## config.mk

```make
export PLATFORM = sky130hd
export DESIGN_NAME = keypad_scanner
export DESIGN_NICKNAME = d
export VERILOG_FILES = /design/src/rtl/keypad_scanner.sv
export SDC_FILE = /design/constraint.sdc
export NUM_CORES = 1
export LEC_CHECK = 0
export CAP_MARGIN = 10
export CELL_PAD_IN_SITES_DETAIL_PLACEMENT = 0
export CELL_PAD_IN_SITES_GLOBAL_PLACEMENT = 2
export CORE_ASPECT_RATIO = 0.6
export CORE_UTILIZATION = 36
export DETAILED_ROUTE_END_ITERATION = 7
export GPL_ROUTABILITY_DRIVEN = 0
export PLACE_DENSITY_LB_ADDON = 0.1
export REMOVE_ABC_BUFFERS = 1
export SLEW_MARGIN = 10
export SYNTH_ARGS = -nofsm -noshare
export SYNTH_HDL_FRONTEND = slang
export SYNTH_SLANG_ARGS = --single-unit
```

## constraint.sdc

```tcl
create_clock -name clk -period 1.85 [get_ports clk]
set_clock_uncertainty 0.05 [all_clocks]
set_input_delay 0.4625 -clock clk [delete_from_list [all_inputs] [get_ports clk]]
set_output_delay 0.4625 -clock clk [all_outputs]
set_load 0.005 [all_outputs]
```

## src/rtl/keypad_scanner.sv

```systemverilog
// keypad_scanner: 4x4 matrix keypad column scanner with 2-flop row sync.
// Optional ghost-frame rejection under macro KEYPAD_SCAN_GHOST_FILTER_EN.
// Ports: clk, reset (async, active-low), rows[3:0] (active-low pins),
//   col[3:0] (active-low drive), keys_pressed[15:0] (bit 4*c+r),
//   scan_done (1-cycle frame pulse), ghost (valid with scan_done).
module keypad_scanner #(
   parameter int SETTLE_CYCLES = 4
) (
   input  logic        clk,
   input  logic        reset,
   input  logic [3:0]  rows,
   output logic [3:0]  col,
   output logic [15:0] keys_pressed,
   output logic        scan_done,
   output logic        ghost
);

   localparam int CW = ($clog2(SETTLE_CYCLES) < 2) ? 2 : $clog2(SETTLE_CYCLES);
   localparam logic [CW-1:0] CNT_LAST = CW'(SETTLE_CYCLES - 1);

   typedef enum logic [1:0] {
      SETTLE,
      CAPTURE,
      PUBLISH
   } state_t;

   state_t        state;
   state_t        state_nx;
   logic [1:0]    c;
   logic [1:0]    c_nx;
   logic [CW-1:0] cnt;
   logic [CW-1:0] cnt_nx;
   logic [15:0]   frame_buf;
   logic [15:0]   buf_nx;
   logic [3:0]    rows_meta;
   logic [3:0]    rows_sync;
   logic          publish;

   assign col     = ~(4'b0001 << c);
   assign publish = (state == PUBLISH);

   always_comb begin
      state_nx = state;
      c_nx     = c;
      cnt_nx   = cnt;
      buf_nx   = frame_buf;
      unique case (state)
         SETTLE: begin
            if (cnt == CNT_LAST) state_nx = CAPTURE;
            else                 cnt_nx   = cnt + 1'b1;
         end
         CAPTURE: begin
            buf_nx[{c, 2'b00} +: 4] = ~rows_sync;
            if (c != 2'd3) begin
               c_nx     = c + 2'd1;
               cnt_nx   = '0;
               state_nx = SETTLE;
            end else begin
               state_nx = PUBLISH;
            end
         end
         PUBLISH: begin
            c_nx     = 2'd0;
            cnt_nx   = '0;
            state_nx = SETTLE;
         end
         default: state_nx = SETTLE;
      endcase
   end

`ifdef KEYPAD_SCAN_GHOST_FILTER_EN
   // More than two keys in one frame may include phantom keys from
   // diode-less matrix paths, so such frames are not published.
   logic [4:0] ones;
   logic       reject;

   always_comb begin
      ones = '0;
      for (int i = 0; i < 16; i++) ones = ones + {4'd0, frame_buf[i]};
      reject = (ones > 5'd2);
   end
`else
   assign ghost = 1'b0;
`endif

   always_ff @(posedge clk or negedge reset) begin
      if (!reset) begin
         rows_meta    <= 4'b1111;
         rows_sync    <= 4'b1111;
         state        <= SETTLE;
         c            <= 2'd0;
         cnt          <= '0;
         frame_buf    <= '0;
         keys_pressed <= '0;
         scan_done    <= 1'b0;
`ifdef KEYPAD_SCAN_GHOST_FILTER_EN
         ghost        <= 1'b0;
`endif
      end else begin
         rows_meta <= rows;
         rows_sync <= rows_meta;
         state     <= state_nx;
         c         <= c_nx;
         cnt       <= cnt_nx;
         frame_buf <= buf_nx;
         scan_done <= publish;
`ifdef KEYPAD_SCAN_GHOST_FILTER_EN
         ghost <= publish && reject;
         if (publish && !reject) keys_pressed <= frame_buf;
`else
         if (publish) keys_pressed <= frame_buf;
`endif
      end
   end

endmodule

```

# ---- Word level (Yosys, flattened, before mapping)
# Index checks and enable logic that the tools add are counted.
dict set report classes {
  add_sub_neg 3
  multipliers 0
  div 0
  n_lt_le_gt_ge 0
  eq_ne 7
  shifts 3
  mux 9
  bitwise_logic 2
  n_reduce_logical 5
}
# op n
set ops {}
lappend ops {{bitwise mux 16 bit} 1}
lappend ops {{variable shift 4 x 6 -> 16 bit, first input constant} 1}
lappend ops {{indexed part select 4 x 6 -> 16 bit} 1}
lappend ops {{2-to-1 mux 2 bit} 5}
lappend ops {{!= test 2 bit, second input constant} 4}
lappend ops {{inverter 4 bit} 2}
lappend ops {{one-hot mux 2 bit (2 select lines)} 2}
lappend ops {{negation 4 -> 6 bit} 1}
lappend ops {{one-hot mux 2 bit (3 select lines)} 1}
lappend ops {{adder 2 x 1 -> 2 bit, second input constant} 2}
lappend ops {{== test 2 bit, second input constant} 2}
lappend ops {{<< shifter 1 x 2 -> 4 bit, first input constant} 1}
lappend ops {{AND reduction 3 bit} 1}
lappend ops {{nonzero test 3 bit} 1}
lappend ops {{== test 2 x 1 -> 1 bit, second input constant} 1}
lappend ops {{logical NOT 2 bit} 1}
lappend ops {{AND reduction 2 bit} 1}
lappend ops {{nonzero test 2 bit} 1}
dict set report totals {
  ff_bits 47
  latch_bits 0
  mem_bits_rw 0
  mem_bits_ro 0
  input_bits 6
  output_inout_bits 22
  word_cells 37
  memories 0
}

# ---- Logic depth before layout (Yosys ltp)
dict set report depth {
  ltp_word 3
  ltp_mapped 6
  mapped_depth_nobuf 5
}

# ---- Least setup slack after synthesis
# No wires, ideal clock.
dict set report synth_timing {
  path_kind {reg2reg}
  start {register c[0]}
  end {register cnt[0]}
  setup_ps 125
  t_arrival_ps 1379
  required_ps 1675
  slack_ps 296
  path_stages_with_launch 4
  path_buffers 0
  synth_period_minus_slack_ps 1554
  cell_sequence {dfrtp_1 ha_1 a221oi_4 mux2_4}
}
dict set report synth_between {
  elab_chain_cells 3
}
# item line_no
set synth_lines {}
lappend synth_lines {{from (decl)} 29} ;# logic [1:0] c;
lappend synth_lines {{from (signal assigned)} 103} ;# c <= c_nx;
lappend synth_lines {{!= test 2 bit} 54} ;# if (c != 2'd3) begin
lappend synth_lines {{!= test 2 bit (no line)} -}
lappend synth_lines {{AND reduction 3 bit (no line)} -}
lappend synth_lines {{to (signal assigned)} 104} ;# cnt <= cnt_nx;
lappend synth_lines {{to (decl)} 31} ;# logic [CW-1:0] cnt;
# Every way passes these cells.
# A chain may end at the register's enable or synchronous reset.

# ---- Worst setup path in the final report
dict set report layout_timing {
  start {register c[0]}
  end {output port col[3]}
}
dict set report layout_between {
  elab_chain_cells 2
}
# item line_no
set layout_lines {}
lappend layout_lines {{<< shifter 1 x 2 -> 4 bit} 39} ;# assign col = ~(4'b0001 << c);
lappend layout_lines {{inverter 4 bit} 39}
lappend layout_lines {{to (decl)} 12} ;# output logic [3:0] col,
# Every way passes these cells.

==> reports/summary.txt <==
Status = finished, final reports clean
Routed WL = 3.69 mm
Max_cap viols = 0
N_diodes = 0
Max layer used = met4
Post-synthesis sequential area ratio = 61.8%
Post-cts hold buffer count = 0
Post-synth top area cell = dfrtp_1
Synth Area in XOR/XNOR = 0%
Routed vias = 1187
Initial antenna violation count = 0
First-pass GRT wire length = 6.15 mm
Final Instance Count excl. Fillers = 252
Sw frac = 21.8%
Via density = 4.71
Initial cell density of the core = 37.6%
H-Tree Depth = 2
Flop pwr share = 55.8%
Fmax = 558 MHz
Final TNS setup = 0 ns
Required @ worst endpoint = 1.34 ns
Rows = 20
Clk sinks = 47
TritonCTS clock tree = yes
Worst-skew pair later-pin latency = 0.30 ns
Worst setup EP type = primary output
Fill count = 459
Slew Limit Fails = 0
P per Cell Area = 801 nW/um2
Mux cell area share after synthesis = 10.7%
Antenna viol nets, final = 0
DRC Markers = 0
# nets final = 201
Largest net degree at the start of global routing = 48
RSZ-0062 raised after global routing = true
Vias in the first global route = 1245
Top-area cell type share of the netlist area = 50.8%
Pint = 1.55 mW
Critical Path Fanout Max = 3
DRT met1 WL = 1.91 mm
Largest family of logic cells by synthesized area = multiplexers
Compound-gate portion of the synthesized area = 9.71%
Avg Cell Area, Syn = 13.3 um2
WL/cell = 14.6 um
Area Growth Syn to Fin = 28.8%
Syn. warnings = 0
Psw = 0.433 mW
Critical Path Start Type = register
Min-Delay Path Class = in -> async
Routed length on met2 = 1.63 mm
Fraction of layout cells with a size suffix above 1 = 32.8%
Max Root-Sink Buffers = 2
Worst r2r path cells = 5
VDD IR max = 0.000305 V
Core region area = 5100 um2
Top cells by area, synth = dfrtp_1, dfstp_2, mux2_2
Io pins = 28
Clock Power Share = 38.9%
Grt total ovfl = 0
Placed cells = 240
Metal3 WL = 120 um
Period utilization = 96.8%
CP Class = reg -> out
Ys async rst share = 100%
GR Util All Layers = 15.0%
Die width = 96.3 um
Synth Area in Simple Gates = 7.69%
Adder-Cell Fraction of Synth Area = 6.51%
Synth Register Bits = 47
Root Driver = clkbuf_8
Iteration-0 DRC Markers = 55
Top_reg_cell synth = dfrtp_1
Cell area after synthesis = 1920 um2
Cell count after synthesis = 144
Reg clk slew, reported paths = 0.10 ns
DR pass1 iterations = 4
TritonCTS buffer count = 5
Crit path arrival time = 1.28 ns
IO Port Bufs = 26
Leakage = 1.08 nW
Distinct cell type count after synthesis = 28
Die area = 5640 um2
Final Hold Viols = 0
Final Critical Period = 1.79 ns
Comb pwr share = 5.3%
Overall die height = 58.6 um
DPL Wire Length = 2.56 mm
Post-synth EDFFs = 0
Final setup violation count = 0
[worst max-delay path: stages (launching register included)]
cell	delay, ns
dfrtp_1	0.42
buf_4	0.15
ha_2	0.18
inv_1	0.05
clkdlybuf4s15_1	0.19
[what timing repair did]
| action | in CTS | in global routing |
|---|---|---|
| setup endpoints to repair | 4 | 6 |
| gates resized for setup | 10 | 13 |
| pin swaps | 0 | 0 |
| setup buffers | 3 | 1 |
[path summary, 6_finish.rpt]
| check | endpoint | slack [ns] | startpoint |
|---|---|---|---|
| max reg2reg | cnt[0]$_DFFE_PN0P_ | 0.14 | c[0]$_DFFE_PN0P_ |
| min in group clk | rows_sync[1]$_DFF_PN1_ | 0.31 | rows_meta[1]$_DFF_PN1_ |
| max in group asynchronous | rows_sync[2]$_DFF_PN1_ | 1.40 | reset |
| min reg2reg | rows_sync[1]$_DFF_PN1_ | 0.31 | rows_meta[1]$_DFF_PN1_ |
| min | keys_pressed[3]$_DFFE_PN0P_ | 0.07 | reset |
| max | col[3] | 0.06 | c[0]$_DFFE_PN0P_ |
[power by group through the flow]
stage	combinational, mW	sequential, mW	clock, mW
after global routing	0.120	1.11	0.835
after global placement	0.106	1.12	0
after detailed placement	0.108	1.13	0
after CTS	0.108	1.11	0.794
final	0.105	1.11	0.771
after floorplan	0.0309	1.12	0
[cells in the mapped netlist (2+ instances only)]
cell and instances:
nand2_1 18, o21ai_0 3, nand3_1 4, nand2_2 2
buf_2 2, ha_1 10, dfstp_2 8, o31ai_1 11
o21ai_1 4, mux2_2 16, inv_1 10, dfrtp_1 39
nor2_1 2
[kinds of logic (layout without fill, tap and decap cells)]
logic type / Yosys count / count (layout)
AO/OA/AOI/OAI: 23 / 23
adder cells (fa/ha/maj): 10 / 10
buffers and inverters: 14 / 56
AND/OR/NAND/NOR: 31 / 31
flip-flops: 47 / 47
other: 1 / 1
multiplexers: 18 / 18
[cells in the final DEF (no fill, tap or decap), drive strengths merged, types with 2 or more instances in the layout]
master | Yosys | routed
dfrtp | 39 | 39
clkdlybuf4s50 | 0 | 21
nand2 | 20 | 20
mux2 | 17 | 17
buf | 4 | 13
o31ai | 11 | 11
inv | 10 | 11
ha | 10 | 10
dfstp | 8 | 8
clkbuf | 0 | 8
o21ai | 7 | 7
nand3 | 4 | 4
nor2 | 2 | 2
o41ai | 2 | 2
[routing by layer]
metal	vias to the layer above	global-route usage [%]
met3	5	4.65
li1	579	-
met5	-	0
met2	22	22.4
met1	581	21.4
met4	0	3.78
[final cells by class]
class                      instances  area (um2)  share of cell area, %
sequential                        47        1190                   48.0
multi-input combinational         83         701                   28.3
timing repair buffer              38         347                   14.0
tap                               66        82.6                   3.34
clock buffer                       5        68.8                   2.78
clock inverter                     3        46.3                   1.87
inverter                          10        42.5                   1.72
[registers in the layout, indices dropped and copies added, names as in the netlist]
name,cells
cnt,2
rows_meta,4
keys_pressed,16
state,2
scan_done,1
rows_sync,4
frame_buf,16
c,2
[metrics by stage]
stage / instance area [um2] / setup slack (ns) / util (%) / power, mW / hold WS [ns]
after global routing: 2470 / -0.00354 / 48.5 / 2.07 / 0.0843
after global placement: 2300 / 0.0942 / 45.1 / 1.23 / 0.296
after detailed placement: 2300 / 0.0538 / 45.1 / 1.23 / 0.297
final: 2470 / 0.0587 / 48.5 / 1.98 / 0.0716
after floorplan: 1890 / 0.263 / - / 1.15 / 0.117
after CTS: 2440 / -0.0776 / 47.9 / 2.01 / 0.0847
Power figures use the tool's default switching activity.
